## config.mk

```make
export PLATFORM = sky130hd
export DESIGN_NAME = demux_1_2_stream
export DESIGN_NICKNAME = d
export VERILOG_FILES = /design/src/rtl/demux_1_2_stream_pkg.sv /design/src/rtl/demux_out_reg.sv /design/src/rtl/demux_1_2_stream.sv
export SDC_FILE = /design/constraint.sdc
export NUM_CORES = 1
export LEC_CHECK = 0
export CAP_MARGIN = 20
export CORE_ASPECT_RATIO = 1.1
export CORE_MARGIN = 1
export CORE_UTILIZATION = 38
export CTS_CLUSTER_DIAMETER = 150
export CTS_CLUSTER_SIZE = 24
export DETAILED_ROUTE_END_ITERATION = 10
export PLACE_DENSITY = 0.74
export SYNTH_ARGS = -nofsm -noshare
export SYNTH_HDL_FRONTEND = slang
export SYNTH_SLANG_ARGS = --single-unit
```

## constraint.sdc

```tcl
create_clock -name clk -period 1.65 [get_ports clk]
set_clock_uncertainty 0.15 [all_clocks]
set_input_delay 0.33 -clock clk [delete_from_list [all_inputs] [get_ports clk]]
set_output_delay 0.33 -clock clk [all_outputs]
set_load 0.005 [all_outputs]
```

## src/rtl/demux_1_2_stream_pkg.sv

```systemverilog
// Shared definitions for the 1:2 stream demultiplexer: FSM encodings and output selects.
// Optional per-output beat counters are enabled with DEMUX_CNT_EN.
package demux_1_2_stream_pkg;

   typedef enum logic [1:0] {
      DEMUX_IDLE = 2'd0,
      DEMUX_PKT0 = 2'd1,
      DEMUX_PKT1 = 2'd2
   } demux_state_e;

   localparam logic DEMUX_OUT0 = 1'b0;
   localparam logic DEMUX_OUT1 = 1'b1;

   // Packet-in-progress state that locks the given destination.
   function automatic demux_state_e pkt_state(input logic dest);
      return (dest == DEMUX_OUT1) ? DEMUX_PKT1 : DEMUX_PKT0;
   endfunction

endpackage

```

## src/rtl/demux_out_reg.sv

```systemverilog
// One-entry valid/ready holding register for a single demultiplexer output channel.
module demux_out_reg #(
   parameter int unsigned DATA_W = 8
) (
   input  logic              clk,
   input  logic              rst,
   input  logic              load,
   input  logic [DATA_W-1:0] in_data,
   input  logic              in_last,
   input  logic              ready,
   output logic              can_load,
   output logic [DATA_W-1:0] data,
   output logic              last,
   output logic              valid
);

   // Loading is allowed when empty or when the held beat leaves this cycle.
   assign can_load = !valid || ready;

   always_ff @(posedge clk) begin
      if (rst) begin
         valid <= 1'b0;
         data  <= '0;
         last  <= 1'b0;
      end else if (load) begin
         valid <= 1'b1;
         data  <= in_data;
         last  <= in_last;
      end else if (ready) begin
         valid <= 1'b0;
      end
   end

endmodule

```

## src/rtl/demux_1_2_stream.sv

```systemverilog
// Registered 1:2 stream demultiplexer; destination is locked per packet at its first beat.
// Define DEMUX_CNT_EN to add per-output transferred-beat counters cnt0/cnt1.
module demux_1_2_stream
   import demux_1_2_stream_pkg::*;
#(
   parameter int unsigned DATA_W = 8
`ifdef DEMUX_CNT_EN
   ,
   parameter int unsigned CNT_W  = 16
`endif
) (
   input  logic              clk,
   input  logic              rst,
   input  logic              sel,
   input  logic [DATA_W-1:0] s_data,
   input  logic              s_last,
   input  logic              s_valid,
   output logic              s_ready,
   output logic [DATA_W-1:0] m0_data,
   output logic              m0_last,
   output logic              m0_valid,
   input  logic              m0_ready,
   output logic [DATA_W-1:0] m1_data,
   output logic              m1_last,
   output logic              m1_valid,
   input  logic              m1_ready
`ifdef DEMUX_CNT_EN
   ,
   output logic [CNT_W-1:0]  cnt0,
   output logic [CNT_W-1:0]  cnt1
`endif
);

   demux_state_e state_q;
   logic         dest;
   logic         can_load0;
   logic         can_load1;
   logic         accept;
   logic         load0;
   logic         load1;

   always_comb begin
      dest = sel;
      unique case (state_q)
         DEMUX_PKT0: dest = DEMUX_OUT0;
         DEMUX_PKT1: dest = DEMUX_OUT1;
         default:    dest = sel;
      endcase
   end

   // s_ready depends only on the selected channel, never on s_valid.
   assign s_ready = (dest == DEMUX_OUT1) ? can_load1 : can_load0;
   assign accept  = s_valid && s_ready;
   assign load0   = accept && (dest == DEMUX_OUT0);
   assign load1   = accept && (dest == DEMUX_OUT1);

   always_ff @(posedge clk) begin
      if (rst) begin
         state_q <= DEMUX_IDLE;
      end else if (accept) begin
         unique case (state_q)
            DEMUX_IDLE: state_q <= s_last ? DEMUX_IDLE : pkt_state(sel);
            DEMUX_PKT0: state_q <= s_last ? DEMUX_IDLE : DEMUX_PKT0;
            DEMUX_PKT1: state_q <= s_last ? DEMUX_IDLE : DEMUX_PKT1;
            default:    state_q <= DEMUX_IDLE;
         endcase
      end
   end

   demux_out_reg #(
      .DATA_W (DATA_W)
   ) u_out0 (
      .clk      (clk),
      .rst      (rst),
      .load     (load0),
      .in_data  (s_data),
      .in_last  (s_last),
      .ready    (m0_ready),
      .can_load (can_load0),
      .data     (m0_data),
      .last     (m0_last),
      .valid    (m0_valid)
   );

   demux_out_reg #(
      .DATA_W (DATA_W)
   ) u_out1 (
      .clk      (clk),
      .rst      (rst),
      .load     (load1),
      .in_data  (s_data),
      .in_last  (s_last),
      .ready    (m1_ready),
      .can_load (can_load1),
      .data     (m1_data),
      .last     (m1_last),
      .valid    (m1_valid)
   );

`ifdef DEMUX_CNT_EN
   // Counters wrap naturally at 2^CNT_W.
   always_ff @(posedge clk) begin
      if (rst) begin
         cnt0 <= '0;
         cnt1 <= '0;
      end else begin
         if (m0_valid && m0_ready) cnt0 <= cnt0 + 1'b1;
         if (m1_valid && m1_ready) cnt1 <= cnt1 + 1'b1;
      end
   end
`endif

endmodule

```

==> summary.txt <==
Setup path
  – Total stage count of the critical path: 5
  – Cell with the largest stage delay on the worst path: sky130_fd_sc_hd__dfxtp_2
  – Buffers and inverters on the worst path: 2
  – Maximum single-stage delay on the critical path: 360 ps
  – Critical Path Start Type: flop
  – Slack of the worst reg-to-reg path: -300 ps
  – Critical-path maximum fanout: 2
  – Critical Path AT: 1650 ps
  – Length in cells of the worst reg-to-reg path: 9
  – Ordered cell list for the critical path: inv_2, ha_4, mux2i_4, mux2_4, buf_6
  – Family with the most delay on the worst path: multiplexers
  – Endpoint of the worst-slack reg-to-reg timing path: u_out1.data[5]
  – Startpoint-to-endpoint class of the critical path: flop to primary output
  – Beginning of the worst register-to-register path: state_q[1]
  – Required arrival time at the worst endpoint: 1170 ps
  – Crit end category: primary output

CTS
  – Sinks on Clock Net: 22
  – Post-CTS clock slew at the launch and capture registers of the worst setup and hold paths: 110 ps
  – Clk_lat worst skew: 300 ps
  – Clock tree from TritonCTS: yes
  – Number of buffers created by CTS: 3
  – Number of levels the H-tree was split into: 1
  – Hold-fix buffers at CTS: 0
  – Bufs on Longest Clock Path: 2
  – Root cell of the clock tree: sky130_fd_sc_hd__clkbuf_4

Placed design
  – Routability congestion estimate: 0.7300
  – DPL Wire Length: 1.437 mm
  – # placed instances: 158
  – Number of buffers inserted by port buffering: 35
  – Post-placement setup slack: -573.9 ps
  – Instance area at placement: 0.001398 mm^2

STA
  – Tcrit/Tclk final: 128.9%
  – Worst relative slew slack: 83.93%
  – Final period demand of the worst path: 2128 ps
  – Setup violations, final: 23
  – RSZ-0062 raised after global routing: yes
  – Highest attainable clock frequency: 470.0 MHz
  – Final Hold Viols: 0
  – Count of pins over their slew limit: 0
  – Transition time at the pin with the least slew margin: 241.1 ps
  – Post-layout worst setup margin: -477.6 ps
  – Worst hold-check slack: 344.7 ps

Detailed routing
  – Count of routing violations after the opening detailed-route iteration: 3
  – Final ANT Viol Nets: 0
  – Number of iterations in the first detailed-routing pass: 3
  – DRC: 0
  – Avg Vias per Cell: 4.565
  – Routed Wire Length: 2.049 mm
  – DR WL/cell: 12.05 um
  – DR vias: 776

Logic synthesis
  – Most used standard cell by instance count after synthesis: sky130_fd_sc_hd__dfxtp_1
  – Most instantiated cells after synthesis: sky130_fd_sc_hd__dfxtp_1 (22), sky130_fd_sc_hd__mux2i_1 (18), sky130_fd_sc_hd__nor2_1 (18)
  – Number of unique standard cell types used by synthesis: 21
  – Seq cells post-synth: 22
  – Yosys top cell by area: sky130_fd_sc_hd__dfxtp_1
  – Post-Synthesis Net Count: 105
  – Main area contributors after synthesis: sky130_fd_sc_hd__dfxtp_1 (48%), sky130_fd_sc_hd__mux2i_1 (19%), sky130_fd_sc_hd__nor2_1 (7.3%)
  – FFs w/ async S/R, synth: 0%
  – Synthesized instance count: 86
  – Most instantiated flip-flop cell in the synthesis netlist: sky130_fd_sc_hd__dfxtp_1
  – Cell area after synthesis: 925.9 um^2
  – Post-synth EDFFs: 0
  – Synth Warn #: 0
  – Mean instance size in the synthesized netlist: 10.77 um^2
  – Share of the synthesized area in the top cell type: 47.57%
  – Portion of the post-synthesis area used by sequential elements: 47.57%

Hold path
  – Cell depth of the worst min-delay path: 2
  – Hold path startpoint: u_out1.last
  – Worst min-delay path category: flop to flop
  – Hold Crit Endpoint: u_out1.last

Cells and area
  – NumNets Final: 161
  – Non-filler instance count after layout: 170
  – Ratio of cells with drive above 1 in the final layout: 37.86%
  – Layout Cell Area excl Fill: 0.001595 mm^2
  – Area growth from synthesis to layout: 72.30%
  – Inserted Diodes: 0

Floorplan
  – Cell Rows: 18
  – Die Y: 53.77 um
  – Die area: 0.002638 mm^2
  – Number of placed I/O pins: 36
  – Initial cell density of the core: 40.70%
  – Horizontal die dimension: 49.07 um
  – Placeable core area: 0.002275 mm^2

Pwr
  – Max VDD drop: 0.7153 mV
  – PnR Total Power: 1.157 mW
  – Total power divided by cell area: 725.4 mW/mm^2
  – Static Leakage: 0.8973 nW

Global routing
  – Wire length of the first global-routing pass: 3.415 mm
  – Antenna violations before repair: 0
  – Overall track demand over capacity in global routing: 17.03%
  – Pin count of the biggest net entering global routing: 23
  – Global-route congestion overflow total: 0
  – Via count of the first global-routing pass: 803

Outcome
  – Status: complete, but fails checks
  – Failing checks: setup timing

Job
  – Max-cap violations: 0
worst max-delay path by stage:
stage | from | to | slack, ps
after floorplan | state_q[0] | u_out1.data[4] | -50
after global placement | sel | s_ready | -560
after detailed placement | sel | s_ready | -570
after CTS | state_q[0] | s_ready | -490
after global routing | state_q[0] | s_ready | -530
final | state_q[1] | s_ready | -480
logic make-up (layout without fill, tap and decap cells):
kind of cell	count (synthesis)	in the layout	share of synthesized area (%)
AO/OA/AOI/OAI	8	8	5.946
AND/OR/NAND/NOR	26	26	13.92
buffers and inverters	6	60	5.001
flip-flops	22	22	47.57
adder cells (fa/ha/maj)	4	4	5.406
multiplexers	20	20	22.16
worst reg2reg max path: stages, from the launching register on:
cell	delay (ps)
sky130_fd_sc_hd__dfxtp_2	360
sky130_fd_sc_hd__inv_2	50
sky130_fd_sc_hd__ha_4	270
sky130_fd_sc_hd__mux2i_4	240
sky130_fd_sc_hd__buf_4	140
sky130_fd_sc_hd__buf_6	90
sky130_fd_sc_hd__nand3b_4	180
sky130_fd_sc_hd__buf_6	130
sky130_fd_sc_hd__mux2i_1	170
sky130_fd_sc_hd__nor2_1	60
where the power goes:
group	switching, mW	leakage (nW)	internal (mW)
registers	0.0173	0.188	0.572
logic	0.124	0.696	0.218
clock network	0.142	0.0138	0.0850
total	0.283	0.897	0.874
layout make-up:
type                    instances  area, um^2
multi-input cells              58       480.5
well taps                      30       37.54
inverters                       2       7.507
flip-flops and latches         22       462.9
repair buffers                 55       584.3
clock buffers                   3       22.52
fillers                       169       679.4
registers in the layout (all words and copies together) (netlist names):
register and count:
u_out1.valid 1, u_out1.last 1, u_out0.last 1, u_out0.data 8, u_out0.valid 1, u_out1.data 8, state_q 2
timing repair:
item,CTS,global route
buffers inserted,7,1
pin swaps,3,1
setup endpoints to repair,26,41
cloned,1,0
resized for setup,16,26
metrics by stage:
step	TNS (ps)	utilization (%)
2_1_floorplan	-480.1	-
3_3_place_gp	-5631	61.44
3_5_place_dp	-6331	61.44
4_1_cts	-5854	67.49
5_1_grt	-7615	70.13
6_report	-5756	70.13
layout by cell type, fill, tap and decap left out:
cell / count
sky130_fd_sc_hd__a21o_1: 1
sky130_fd_sc_hd__a21o_2: 2
sky130_fd_sc_hd__a21oi_1: 1
sky130_fd_sc_hd__a21oi_2: 1
sky130_fd_sc_hd__buf_12: 1
sky130_fd_sc_hd__buf_16: 1
sky130_fd_sc_hd__buf_4: 11
sky130_fd_sc_hd__buf_6: 8
sky130_fd_sc_hd__clkbuf_4: 3
sky130_fd_sc_hd__clkdlybuf4s50_1: 23
sky130_fd_sc_hd__dfxtp_1: 4
sky130_fd_sc_hd__dfxtp_2: 18
sky130_fd_sc_hd__dlygate4sd2_1: 1
sky130_fd_sc_hd__dlymetal6s2s_1: 10
sky130_fd_sc_hd__ha_1: 3
sky130_fd_sc_hd__ha_4: 1
sky130_fd_sc_hd__inv_2: 2
sky130_fd_sc_hd__mux2_4: 1
sky130_fd_sc_hd__mux2i_1: 18
sky130_fd_sc_hd__mux2i_4: 1
sky130_fd_sc_hd__nand2_1: 2
sky130_fd_sc_hd__nand2b_1: 2
sky130_fd_sc_hd__nand3_4: 1
sky130_fd_sc_hd__nand3b_4: 1
sky130_fd_sc_hd__nor2_1: 18
sky130_fd_sc_hd__nor2b_1: 1
sky130_fd_sc_hd__nor3_1: 1
sky130_fd_sc_hd__o21ai_0: 1
sky130_fd_sc_hd__o31ai_1: 1
sky130_fd_sc_hd__o31ai_2: 1
routing by layer:
layer / vias to the layer above / GRT usage [%] / routed length, um
met5: - / 0 / 0
met4: 0 / 5.882 / 10
met3: 2 / 5.650 / 152
met2: 28 / 29.68 / 986
met1: 349 / 19.73 / 899
li1: 397 / - / -
(Power assumes the default switching activity.)
